[src/rtl/parc_pkg.sv]
// Shared types and grant encodings for the PARC memory arbiter.
package parc_pkg;

    typedef enum logic [1:0] {
        IDLE   = 2'd0,
        BUSY_I = 2'd1,
        BUSY_D = 2'd2
    } arb_state_e;

    localparam logic [1:0] GRANT_NONE = 2'b00;
    localparam logic [1:0] GRANT_I    = 2'b01;
    localparam logic [1:0] GRANT_D    = 2'b10;

endpackage

[src/rtl/parc_arb_pick.sv]
// Combinational winner selection for the arbiter.
// PARC_ARB_RR_EN selects round-robin; otherwise dmem priority with a fetch starvation guard.
module parc_arb_pick
    import parc_pkg::*;
#(
    parameter int STARVE_LIMIT = 4
) (
    input  logic       imem_req,
    input  logic       dmem_req,
    input  logic [3:0] wait_cnt,
    input  logic       rr_ptr,
    output logic [1:0] pick
);

    logic imem_first;

`ifdef PARC_ARB_RR_EN
    logic unused_wait_cnt;
    assign unused_wait_cnt = ^wait_cnt;
    // rr_ptr == 0 names imem as the port with priority
    assign imem_first = ~rr_ptr;
`else
    logic unused_rr_ptr;
    assign unused_rr_ptr = rr_ptr;
    assign imem_first = (wait_cnt >= 4'(STARVE_LIMIT));
`endif

    always_comb begin
        pick = GRANT_NONE;
        if (imem_req && dmem_req) begin
            pick = imem_first ? GRANT_I : GRANT_D;
        end else if (imem_req) begin
            pick = GRANT_I;
        end else if (dmem_req) begin
            pick = GRANT_D;
        end
    end

endmodule

[src/rtl/parc_mem_arbiter.sv]
// Shares one memory port between PARC instruction fetch and data access.
// Define PARC_ARB_RR_EN for round-robin arbitration instead of dmem priority.
module parc_mem_arbiter
    import parc_pkg::*;
#(
    parameter int XLEN         = 32,
    parameter int STARVE_LIMIT = 4
) (
    input  logic            clk,
    input  logic            rst_n,
    input  logic [XLEN-1:0] imem_addr,
    input  logic            imem_req,
    output logic [XLEN-1:0] imem_data,
    output logic            imem_resp,
    input  logic [XLEN-1:0] dmem_addr,
    input  logic [XLEN-1:0] dmem_wdata,
    input  logic            dmem_we,
    input  logic            dmem_req,
    output logic [XLEN-1:0] dmem_data,
    output logic            dmem_resp,
    output logic [XLEN-1:0] mem_addr,
    output logic [XLEN-1:0] mem_wdata,
    output logic            mem_we,
    output logic            mem_req,
    input  logic [XLEN-1:0] mem_rdata,
    input  logic            mem_resp,
    output logic [1:0]      grant
);

    arb_state_e      state_q, state_d;
    logic [XLEN-1:0] mem_addr_q, mem_addr_d;
    logic [XLEN-1:0] mem_wdata_q, mem_wdata_d;
    logic            mem_we_q, mem_we_d;
    logic [3:0]      wait_cnt_q, wait_cnt_d;
    logic            rr_ptr_q, rr_ptr_d;
    logic [1:0]      pick;
    logic            load_i, load_d;

    parc_arb_pick #(
        .STARVE_LIMIT(STARVE_LIMIT)
    ) u_pick (
        .imem_req (imem_req),
        .dmem_req (dmem_req),
        .wait_cnt (wait_cnt_q),
        .rr_ptr   (rr_ptr_q),
        .pick     (pick)
    );

    always_comb begin
        state_d     = state_q;
        mem_addr_d  = mem_addr_q;
        mem_wdata_d = mem_wdata_q;
        mem_we_d    = mem_we_q;
        imem_resp   = 1'b0;
        dmem_resp   = 1'b0;
        imem_data   = '0;
        dmem_data   = '0;
        load_i      = 1'b0;
        load_d      = 1'b0;
        case (state_q)
            IDLE: begin
                load_i = (pick == GRANT_I);
                load_d = (pick == GRANT_D);
            end
            BUSY_I: begin
                if (mem_resp) begin
                    imem_resp = 1'b1;
                    imem_data = mem_rdata;
                    state_d   = IDLE;
                    load_d    = dmem_req;
                end
            end
            BUSY_D: begin
                if (mem_resp) begin
                    dmem_resp = 1'b1;
                    dmem_data = mem_rdata;
                    state_d   = IDLE;
                    load_i    = imem_req;
                end
            end
            default: state_d = IDLE;
        endcase
        // Fetches are always reads, so the store fields are zeroed
        if (load_i) begin
            state_d     = BUSY_I;
            mem_addr_d  = imem_addr;
            mem_wdata_d = '0;
            mem_we_d    = 1'b0;
        end
        if (load_d) begin
            state_d     = BUSY_D;
            mem_addr_d  = dmem_addr;
            mem_wdata_d = dmem_wdata;
            mem_we_d    = dmem_we;
        end
    end

    always_comb begin
        wait_cnt_d = wait_cnt_q;
        rr_ptr_d   = rr_ptr_q;
`ifdef PARC_ARB_RR_EN
        wait_cnt_d = '0;
        if (imem_resp || dmem_resp) begin
            rr_ptr_d = ~rr_ptr_q;
        end
`else
        if (load_i) begin
            wait_cnt_d = '0;
        end else if (imem_req && (state_q != BUSY_I) && (wait_cnt_q != 4'hF)) begin
            wait_cnt_d = wait_cnt_q + 4'd1;
        end
`endif
    end

    always_ff @(posedge clk or negedge rst_n) begin
        if (!rst_n) begin
            state_q     <= IDLE;
            mem_addr_q  <= '0;
            mem_wdata_q <= '0;
            mem_we_q    <= 1'b0;
            wait_cnt_q  <= '0;
            rr_ptr_q    <= 1'b0;
        end else begin
            state_q     <= state_d;
            mem_addr_q  <= mem_addr_d;
            mem_wdata_q <= mem_wdata_d;
            mem_we_q    <= mem_we_d;
            wait_cnt_q  <= wait_cnt_d;
            rr_ptr_q    <= rr_ptr_d;
        end
    end

    assign mem_addr  = mem_addr_q;
    assign mem_wdata = mem_wdata_q;
    assign mem_we    = mem_we_q;
    assign mem_req   = (state_q != IDLE);
    assign grant     = (state_q == BUSY_I) ? GRANT_I :
                       (state_q == BUSY_D) ? GRANT_D : GRANT_NONE;

endmodule

[config.mk]
export PLATFORM = sky130hd
export DESIGN_NAME = parc_mem_arbiter
export DESIGN_NICKNAME = d
export VERILOG_FILES = /design/src/rtl/parc_pkg.sv /design/src/rtl/parc_arb_pick.sv /design/src/rtl/parc_mem_arbiter.sv
export SDC_FILE = /design/constraint.sdc
export NUM_CORES = 1
export LEC_CHECK = 0
export ABC_AREA = 1
export BUFFER_PORTS_ARGS = -buffer_cell sky130_fd_sc_hd__buf_2
export CAP_MARGIN = 10
export CORE_AREA = 2 2 105 107
export CTS_BUF_LIST = sky130_fd_sc_hd__clkbuf_4
export DETAILED_ROUTE_END_ITERATION = 16
export DIE_AREA = 0 0 107 109
export HOLD_SLACK_MARGIN = 0.08
export PLACE_DENSITY = 0.71
export SKIP_LAST_GASP = 1
export SYNTH_ARGS = -nofsm -noshare
export SYNTH_HDL_FRONTEND = slang
export SYNTH_SLANG_ARGS = --single-unit
[constraint.sdc]
create_clock -name clk -period 4.15 [get_ports clk]
set_clock_uncertainty 0.15 [all_clocks]
set_input_delay 0.415 -clock clk [delete_from_list [all_inputs] [get_ports clk]]
set_output_delay 0.415 -clock clk [all_outputs]
set_load 0.01 [all_outputs]
# Yosys cells after proc, flatten, opt, wreduce, memory -nomap -nowiden
# Index checks and enable logic that the tools add are counted.
# totals
register_bits	71
inputBits	134
output_inout_bits	134
wordCells	52
# op_classes
add_sub_neg	1
order_cmp	1
eq_ne	8
muxes	28
reduce_logical	9
# op_table
cell	count
$mux 32	7
$mux 2	9
$mux 4	2
$mux 1	7
$reduce_bool 2->1	3
$add 4x1->4 const B	1
$eq 2x1->1 const B	2
$eq 2x2->1 const B	2
$ge 4x3->1 const B	1
$ne 4x1->1 const B	1
$ne 4x4->1 const B	1
$pmux 1 s2	2
$pmux 2 s2	1
$logic_and 1x1->1	3
$ne 3x3->1 const B	1
$logic_not 2->1	1
$ne 2x1->1 const B	1
$reduce_and 2->1	1
$reduce_or 2->1	1

# Logic depth before layout (Yosys ltp)
# depth
ltp_word	7
ltp_mapped	12
mapped_depth_nobuf	10

# Modules after synthesis
# Synthesis repeated with hierarchy kept, for this count alone.
# hier_totals
hier_cells	584
hier_area_um2	3946.3
# modules_own_cells
mod	n_inst	cells_per_inst	area_each_um2	seq_area_each_um2
parc_mem_arbiter	1	575	3907.5	1776.7
parc_arb_pick	1	9	38.8	0.0

# Least setup slack after synthesis
# No wires, ideal clock.
# synth_path
path_type	reg2reg
startpoint	register state_q[1]
endpoint	register mem_wdata_q[10] (netlist: mem_wdata[10])
setup_time_ns	0.117
t_arrival_ns	1.537
required_time_ns	3.883
slack_ns	2.347
stages_incl_launch_ff	12
path_buffers	2
synth_period_minus_slack_ns	1.803
cell_sequence	dfrtp_1 -> inv_1 -> ha_1 -> nand2_1 -> inv_2 -> nand2_2 -> nand2_2 -> nor2_2 -> buf_6 -> buf_4 -> nand2_1 -> nand2_1
# synth_between
elab_chain_cells	3
word_cells_on_any_way	7
cone_classes	eq/ne: 2; mux: 3; reduce/logical: 2
# synth_rtl
item	line	text
start: declaration	parc_mem_arbiter.sv:30	arb_state_e state_q, state_d;
start signal: assignment	parc_mem_arbiter.sv:124	state_q <= state_d;
$eq 2x1->1, or another cell as far along	parc_mem_arbiter.sv:60	case (state_q)
$pmux 1 s2	parc_mem_arbiter.sv:60	
$mux 32 / $reduce_bool 2->1 (equally long branches)	-	
end signal: assignment	parc_mem_arbiter.sv:126	mem_wdata_q <= mem_wdata_d;
end: declaration	parc_mem_arbiter.sv:32	logic [XLEN-1:0] mem_wdata_q, mem_wdata_d;
# Parallel ways exist; a longest one is shown, timed or not.
# A chain may end at the register's enable or synchronous reset.

# Final worst setup path
# layout_path
startpoint	register state_q[1]
endpoint	register mem_addr_q[23] (netlist: mem_addr[23])
# layout_between
elab_chain_cells	3
word_cells_on_any_way	7
cone_classes	eq/ne: 2; mux: 3; reduce/logical: 2
# layout_rtl
item	line	text
$eq 2x1->1, or another cell as far along	parc_mem_arbiter.sv:60	
$pmux 1 s2	parc_mem_arbiter.sv:60	
$mux 32 / $reduce_bool 2->1 (equally long branches)	-	
end signal: assignment	parc_mem_arbiter.sv:125	mem_addr_q <= mem_addr_d;
end: declaration	parc_mem_arbiter.sv:31	logic [XLEN-1:0] mem_addr_q, mem_addr_d;
# Parallel ways exist; a longest one is shown, timed or not.

==> flow_summary.toml <==
[drt]
avgRoutedWirePerCell_um = 12.4
vias_per_cell = 4.34
routed_wl_mm = 12.2
drc = 0
vias = 4237
drt_iter0_drc = 235
drt_pass1_iterations = 4
antenna_left = 0

[sta]
timing.fmax_mhz = 301
hold_slack_ps = 128
setup_viol_count_final = 0
rsz0062_at_grt = "false"
slew_violations = 0
tightest_slew_ps = 894
tns_ps = 0
timing.final.crit_share_pct = 80.2
worst_slack_ps = 823
slew_headroom_pct = 40.4
post-route-min-period_ps = 3330
hold_viol = 0

[place]
dp_hpwl_mm = 8.65
dp_cells = 926
place.gp.congestion = 0.838
dp_slack_ps = 794
place_area_mm2 = 0.00510
io_buffers = 267

[setup_path]
startpoint_type = "flop"
crit_path_end_kind = "flop"
ff2ff_path_depth = 11
required_ps = 4300
r2r-start = "state_q[1]"
critPathArrivalTime_ps = 3480
r2r_slack_ps = 820
timing.rr.end = "mem_addr[23]"
critPathKind = "reg -> reg"
cp_max_fo = 33

[grt]
grt_pass1_vias = 3870
met2_usage_pct = 33.5
antenna_found_initial = 0
met3_usage_pct = 5.56
grt-ovfl-total = 0
grt-busiest-layer = "met2"
grt.total_usage_pct = 20.7
grt_max_degree = 72
grt_use_met1_pct = 26.9
grt_pass1_wl_mm = 18.9

[floorplanning]
start_util_pct = 35.1
fp.coreArea_mm2 = 0.0106
ios = 268
die_area_mm2 = 0.0117
die-height_um = 109
row_count = 38
die_w_um = 107

[flow_run]
maxCapViolCount = 0

[clocking]
cts_buffer_depth = 2
cts.clk_slew.worst_paths_ps = 130
clock-root-buffer = "clkbuf_4"
cts_made_buffers = 9
clock_latency_ps = 410
cts_tree = "yes"
ctsResizeCount = 0
htree_levels = 3
cts_sinks = 71

[power_and_ir_drop]
power_leakage_nw = 3.66
vdd_drop_max_mv = 0.327
pwr_density_cell_mw_per_mm2 = 599

[finish]
drive_above_1_share_pct = 34.9
final_cells = 977
antenna_cells = 0
n_fill_cell = 1043
final_nets = 970
final_area_mm2 = 0.00561
syn2layout_area_growth_pct = 50.7

[yosys]
synth_most_common_cell = "nand2_1"
ys_warn_count = 0
ys_top_cells_by_area = "dfrtp_1 (48%), nand2_1 (28%), nor2_1 (7.1%)"
synth_seq_cells = 71
yosys.area.top_type = "dfrtp_1"
synth_edf_count = 0
syn_inst = 543
synth_area_mm2 = 0.00372
avgSynthCellArea_um2 = 6.86
ys_types = 17
yosysSeqAreaShare_pct = 47.7
synth_nets = 681
async_flop_share_pct = 100
synth_common_cells = "nand2_1 (278), dfrtp_1 (71), nor2_1 (70), inv_1 (44), nand3_1 (32)"
synth-main-ff-cell = "dfrtp_1"
synth_top_area_share_pct = 47.7

[status]
outcome = "complete, no violations"

[hold_path]
min_from = "dmem_addr[5]"
hold_end = "mem_addr[5]"
worst_hold_path_type = "in -> reg"
hold_depth = 5
[worst max-delay path: stages (launching register included)]
cell	delay, ps
dfrtp_1	370
inv_1	70
ha_1	220
nand2_1	80
buf_4	300
inv_2	70
nand2_2	460
nand2_2	560
inv_1	260
nand2_2	370
nand2_1	190
nand2_1	70
[how the worst max path moves through the flow]
stage,startpoint,endpoint,slack (ps)
floorplan,state_q[1],mem_wdata[10],2350
CTS,state_q[1],mem_addr[22],770
detailed placement,state_q[1],mem_addr[24],790
finish,state_q[1],mem_addr[23],820
global placement,state_q[1],mem_addr[4],870
global route,state_q[1],mem_addr[23],440
[final cells by class]
cell class,instances,area (um2),share of cell area (%)
clock buffer,10,75.1,1.34
clock inverter,6,83.8,1.49
inverter,45,169,3.01
multi-input combinational,398,1600,28.6
sequential,71,1780,31.7
tap,140,175,3.12
timing repair buffer,307,1730,30.8
[through the flow]
stage / power, mW / utilization [%]
detailed placement: 2.87 / 48.1
CTS: 3.42 / 52.9
floorplan: 2.26 / -
finish: 3.36 / 52.9
global route: 3.68 / 52.9
global placement: 2.85 / 48.1
[registers in the layout, summed over array words and instances (netlist names)]
signal,cells
mem_addr,32
mem_wdata,32
wait_cnt_q,4
state_q,2
mem_we,1
[cells in the final DEF (no fill, tap or decap), types with 2 or more instances in the layout]
cell type	count
a21oi_1	4
buf_2	266
buf_4	6
bufinv_16	2
clkbuf_4	10
clkinv_1	2
dfrtp_1	71
dlygate4sd3_1	35
ha_1	4
inv_1	44
nand2_1	278
nand2_2	4
nand3_1	32
nor2_1	70
o21ai_0	3
[report_power, final]
part / internal [mW] / switching [mW]
clock: 0.250 / 0.249
sequential: 0.994 / 0.162
combinational: 0.621 / 1.09
total: 1.86 / 1.50
[cells by family (layout without fill, tap and decap cells)]
| family | Yosys count | in the layout | share of synthesized area, % |
|---|---|---|---|
| AND/OR/NAND/NOR | 386 | 386 | 40.4 |
| adder cells (fa/ha/maj) | 4 | 4 | 1.34 |
| flip-flops | 71 | 71 | 47.7 |
| buffers and inverters | 74 | 368 | 9.31 |
| AO/OA/AOI/OAI | 7 | 7 | 0.941 |
| XOR/XNOR | 1 | 1 | 0.235 |
[timing repair]
item | 4_1_cts | 5_1_grt
hold buffers | 35 | 0
endpoints found under the hold margin | 105 | 0
setup buffers | 0 | 0
[routing by layer]
layer / up-vias / part of all wire [%]
met1: 1859 / 44
met3: 24 / 7.5
li1: 2187 / -
met5: - / 0
met4: 0 / 2.0
met2: 167 / 47
Note: power is estimated with default switching activity, not from simulation.
